--- src/rtl/bus_arb_pkg.sv ---
// bus_arb_pkg: shared constants, state type and index helpers for the
// four-requester round-robin mux arbiter (bus_arbiter4 / rr_pick4).
package bus_arb_pkg;

   // Requester count and matching mux select width.
   localparam int unsigned N_REQ = 4;
   localparam int unsigned SEL_W = 2;

   // Arbiter FSM: IDLE (no owner) and GRANT (one owner holds the mux).
   typedef enum logic {
      IDLE  = 1'b0,
      GRANT = 1'b1
   } arb_state_t;

   // One-hot grant vector to owner index; returns 0 for an all-zero vector.
   function automatic logic [SEL_W-1:0] onehot_to_idx(input logic [N_REQ-1:0] oh);
      logic [SEL_W-1:0] idx;
      idx = '0;
      for (int i = 0; i < N_REQ; i++) begin
         if (oh[i]) begin
            idx = SEL_W'(i);
         end
      end
      return idx;
   endfunction

   // Owner index to one-hot grant vector.
   function automatic logic [N_REQ-1:0] idx_to_onehot(input logic [SEL_W-1:0] idx);
      logic [N_REQ-1:0] oh;
      oh = '0;
      for (int i = 0; i < N_REQ; i++) begin
         if (idx == SEL_W'(i)) begin
            oh[i] = 1'b1;
         end
      end
      return oh;
   endfunction

endpackage

--- src/rtl/bus_arbiter4_rr_pick4.sv ---
// rr_pick4: combinational rotating-priority picker. Scans req (with masked
// bits removed) starting at last+1 and wrapping 3->0; the first set bit wins.
// any is 1 when at least one unmasked request exists.
module rr_pick4
   import bus_arb_pkg::*;
(
   input  logic [N_REQ-1:0] req,
   input  logic [SEL_W-1:0] last,
   input  logic [N_REQ-1:0] mask,
   output logic [SEL_W-1:0] pick,
   output logic             any
);

   logic [N_REQ-1:0] eligible;

   assign eligible = req & ~mask;

   // Scan last+1 .. last+4; last itself is visited last, i.e. lowest priority.
   always_comb begin
      logic [SEL_W-1:0] idx;
      pick = last;
      any  = 1'b0;
      idx  = '0;
      for (int k = 1; k <= N_REQ; k++) begin
         idx = last + SEL_W'(k);
         if (!any && eligible[idx]) begin
            any  = 1'b1;
            pick = idx;
         end
      end
   end

endmodule

--- src/rtl/bus_arbiter4.sv ---
// bus_arbiter4: round-robin arbiter for the shared 16-bit 4:1 operand /
// write-back mux. Drives registered one-hot gnt, mux select sel and busy.
// Each owner's tenure is bounded by MAX_HOLD cycles while others wait.
// Build option: define BUS_ARB_LOCK_EN to let the owner hold the mux past
// MAX_HOLD with lock=1; otherwise lock is accepted but ignored.
module bus_arbiter4
   import bus_arb_pkg::*;
#(
   parameter int unsigned MAX_HOLD = 4,
   parameter int unsigned CNT_W    = 3
) (
   input  logic             clk,
   input  logic             rst_n,
   input  logic [N_REQ-1:0] req,
   input  logic             lock,
   output logic [N_REQ-1:0] gnt,
   output logic [SEL_W-1:0] sel,
   output logic             busy
);

   localparam logic [CNT_W-1:0] HoldMax = CNT_W'(MAX_HOLD - 1);

   arb_state_t       state_q, state_d;
   logic [CNT_W-1:0] hold_q, hold_d;
   logic [SEL_W-1:0] last_q, last_d;
   logic [N_REQ-1:0] gnt_d;
   logic [SEL_W-1:0] sel_d;
   logic             busy_d;

   logic [SEL_W-1:0] owner;
   logic             owner_req;
   logic [N_REQ-1:0] pick_mask;
   logic [SEL_W-1:0] pick;
   logic             pick_any;
   logic             lock_act;

   // gnt is one-hot while in GRANT, so it directly names the owner.
   assign owner     = onehot_to_idx(gnt);
   assign owner_req = |(req & gnt);

   // During a tenure the owner is excluded so a forced rotation never re-picks it.
   assign pick_mask = (state_q == GRANT) ? gnt : '0;

`ifdef BUS_ARB_LOCK_EN
   // Lock only matters while an owner exists and still wants the mux.
   assign lock_act = lock && (state_q == GRANT) && owner_req;
`else
   logic unused_lock;
   assign unused_lock = lock;
   assign lock_act    = 1'b0;
`endif

   rr_pick4 u_pick (
      .req  (req),
      .last (last_q),
      .mask (pick_mask),
      .pick (pick),
      .any  (pick_any)
   );

   // Next-state: FSM transitions, hold counter, last pointer and output values.
   always_comb begin
      state_d = state_q;
      hold_d  = hold_q;
      last_d  = last_q;
      gnt_d   = gnt;
      sel_d   = sel;
      busy_d  = busy;

      unique case (state_q)
         IDLE: begin
            if (pick_any) begin
               state_d = GRANT;
               gnt_d   = idx_to_onehot(pick);
               sel_d   = pick;
               busy_d  = 1'b1;
               last_d  = pick;
               hold_d  = '0;
            end
         end

         GRANT: begin
            if (!owner_req) begin
               if (pick_any) begin
                  // Hand over on the same edge; no idle bubble.
                  gnt_d  = idx_to_onehot(pick);
                  sel_d  = pick;
                  last_d = pick;
                  hold_d = '0;
               end else begin
                  // sel keeps its value so the mux input stays stable while idle.
                  state_d = IDLE;
                  gnt_d   = '0;
                  busy_d  = 1'b0;
                  hold_d  = '0;
               end
            end else if (lock_act) begin
               hold_d = hold_q;
            end else if (!pick_any) begin
               // Sole requester: count up but saturate so a late contender
               // forces a rotation on the very next edge.
               if (hold_q != HoldMax) begin
                  hold_d = hold_q + CNT_W'(1);
               end
            end else if (hold_q == HoldMax) begin
               gnt_d  = idx_to_onehot(pick);
               sel_d  = pick;
               last_d = pick;
               hold_d = '0;
            end else begin
               hold_d = hold_q + CNT_W'(1);
            end
         end

         default: begin
            state_d = IDLE;
            gnt_d   = '0;
            busy_d  = 1'b0;
            hold_d  = '0;
         end
      endcase
   end

   // State and output registers; reset to idle with requester 0 first in line.
   always_ff @(posedge clk or negedge rst_n) begin
      if (!rst_n) begin
         state_q <= IDLE;
         hold_q  <= '0;
         last_q  <= SEL_W'(N_REQ - 1);
         gnt     <= '0;
         sel     <= '0;
         busy    <= 1'b0;
      end else begin
         state_q <= state_d;
         hold_q  <= hold_d;
         last_q  <= last_d;
         gnt     <= gnt_d;
         sel     <= sel_d;
         busy    <= busy_d;
      end
   end

endmodule

--- config.mk ---
export PLATFORM = sky130hd
export DESIGN_NAME = bus_arbiter4
export DESIGN_NICKNAME = d
export VERILOG_FILES = /design/src/rtl/bus_arb_pkg.sv /design/src/rtl/bus_arbiter4_rr_pick4.sv /design/src/rtl/bus_arbiter4.sv
export SDC_FILE = /design/constraint.sdc
export NUM_CORES = 1
export LEC_CHECK = 0
export ABC_AREA = 1
export CORE_UTILIZATION = 55
export CTS_BUF_LIST = sky130_fd_sc_hd__clkbuf_8
export CTS_CLUSTER_DIAMETER = 40
export DETAILED_ROUTE_END_ITERATION = 12
export GPL_TIMING_DRIVEN = 1
export PLACE_DENSITY_LB_ADDON = 0.1
export SLEW_MARGIN = 20
export SYNTH_ARGS = -nofsm -noshare
export SYNTH_HDL_FRONTEND = slang
export SYNTH_SLANG_ARGS = --single-unit
--- constraint.sdc ---
create_clock -name clk -period 1.82 [get_ports clk]
set_input_delay 0.182 -clock clk [delete_from_list [all_inputs] [get_ports clk]]
set_output_delay 0.182 -clock clk [all_outputs]
set_load 0.1 [all_outputs]
==> results.toml <==
[global_route]
grt_pass1_wl_um = 3098
antenna_found_initial = 0
grt_max_degree = 14
grt.overflow.total = 0
grt_pass1_vias = 751
grtUsageTotal_pct = 22.55

[die]
ios = 14
chipWidth_um = 42.73
initial_core_util_pct = 59.85
die_y_um = 42.73
coreArea_um2 = 1524
dieArea_um2 = 1825
row_count = 14

[layout]
final_util_pct = 78.00
postLayoutCellArea_um2 = 1189
instances_no_fill = 169
layout-drive-gt1-share_pct = 31.37
diodes = 0
syn_to_final_growth_pct = 30.32
final_nets = 162

[placed_design]
dp.cells = 162
gp_congestion = 0.8612
dpl.hpwl_um = 1460
dpl_cell_area_um2 = 1042
port_buffers = 12

[routing]
vias = 898
drt_first_pass_iters = 5
post_drt_via_cell_ratio = 5.314
routed_wl_um = 2096
drc_errors = 0
ant_nets = 0
wire_per_inst_um = 12.40
drt_iter0_markers = 21

[clock_network]
cts_tree = "done"
cts_num_sinks = 13
clk_pin_slew_ns = 0.06
cts-root-buf = "clkbuf_8"
clock_path_buffers = 2
htreeDepth = 1
clock_latency_ns = 0.24
cts_made_buffers = 3

[setup_path]
worstPathRequired_ns = 1.96
path_max_fanout = 6
cp.arrival_ns = 1.97
rrSetupSlack_ns = -0.02
r2r_end = "gnt[1]"
worst-setup-path-type = "register to register"
startpoint_type = "register"
r2r-start = "last_q[0]"
crit_start = "last_q[0]"
cp-end-kind = "register"
critPathCapture = "gnt[1]"
r2r_cells = 11

[synth]
synth_cells = 134
yosys_warnings = 0
netlist_top_cells_count = "nand2_1 (59), nand3_1 (15), inv_1 (12)"
syn_area_per_cell_um2 = 6.807
yosysTopAreaCell = "dfrtp_1"
syn-num-nets = 142
synth_ff_type = "dfrtp_1"
synth.distinct_cells = 22
yosysTopAreaCellShare_pct = 30.18
yosysMostFrequentCell = "nand2_1"
yosys-top-cells-area = "dfrtp_1 (30%), nand2_1 (24%), nand3_1 (8.2%), dfstp_2 (5.8%), inv_1 (4.9%)"
synth-seq-cells = 13
seq_area_frac_synth_pct = 35.94
synthArstFlopShare_pct = 100.0
syn_area_um2 = 912.1
synth_edf_count = 0

[sta]
rsz0062_at_grt = "true"
setup_slack_ns = -0.01674
hold_viol_final = 0
fin_crit_sh_pct = 100.9
finalSetupTns_ns = -0.05651
fin_skew_ns = 0.001589
setup_violations = 4
min_period_ns = 1.837
worst_pin_slew_ns = 0.5965
relSlewSlack_pct = 60.11
clock.fmax_ghz = 0.5444
maxSlewViolCount = 0

[min_path]
hold_path.class = "input pin to async pin"

[status]
status = "finished, violations left"
failed_checks = "setup timing"

[flow_run]
drv_cap = 0
## area by class of cell
cell class	count	area, µm²
inverters	15	58.81
multi-input cells	104	580.6
fillers	108	335.3
clock inverters	1	3.754
well taps	16	20.02
repair buffers	17	151.4
clock buffers	3	41.29
flip-flops and latches	13	332.8
## how the worst min path moves through the flow
stage	start	slack [ns]	end	cells after the start
5_1_grt	rst_n	0.36	gnt[1]	1
4_1_cts	rst_n	0.34	sel[0]	1
3_5_place_dp	hold_q[1]	0.47	hold_q[1]	2
6_report	rst_n	0.32	sel[0]	1
2_1_floorplan	rst_n	-0.11	busy	0
3_3_place_gp	hold_q[2]	0.46	hold_q[2]	2
## cells in the final DEF (no fill, tap or decap), types with 2 or more instances in the layout
cell              n
a22o_1            2
buf_4             9
buf_6             3
clkbuf_8          3
clkdlybuf4s50_1   5
dfrtp_1           7
dfrtp_2           4
dfstp_2           2
inv_1            13
inv_2             2
nand2_1          53
nand2_2          10
nand2_4           3
nand3_1          14
nor2_1            4
nor2_2            3
o21ai_0           2
o21ai_1           3
o21ai_4           3
## cell families after synthesis
family | share of synthesized area [%]
adders and majority gates | 1.372
DFF | 35.94
AOI/OAI and AO/OA | 9.329
xor gates and xnor gates | 1.921
and+or+nand+nor | 43.62
buffers and inverters | 7.819
## flip-flops by register name, indices dropped and copies added, names as in the netlist
| signal | flops |
|---|---|
| state_q | 1 |
| sel | 2 |
| busy | 1 |
| last_q | 2 |
| gnt | 4 |
| hold_q | 3 |
## stage by stage
step | setup slack (ns) | hold slack (ns)
after global routing | -0.1024 | 0.3649
after CTS | 0.01054 | 0.3363
after detailed placement | 0.01449 | 0.4696
final | -0.01674 | 0.3180
after global placement | 0.06682 | 0.4560
after floorplan | 0.02859 | -0.1136
## routing by layer
metal	vias to the layer above	share of wire (%)	global-route usage [%]
li1	460	-	-
met4	0	0.91	11.25
met5	-	0	0
met1	409	45	29.61
met3	4	4.0	2.553
met2	25	50	36.67
## timing repair
item	CTS	global route
hold buffers	0	0
setup buffers	0	3
endpoints found under the setup margin	0	12
resized for setup	0	21
## critical path: stages (launching register included)
cell	delay (ns)
dfstp_2	0.63
buf_6	0.15
xor2_2	0.13
nand2_1	0.11
nand2_4	0.09
inv_2	0.06
nand2_4	0.07
nor2_8	0.06
o21ai_4	0.20
nand2_2	0.11
nand2_1	0.07
nand2_1	0.04
Power is left out: the tool's default activity adds up to more than one toggle a clock period on the data nets, which glitch-free logic cannot reach.
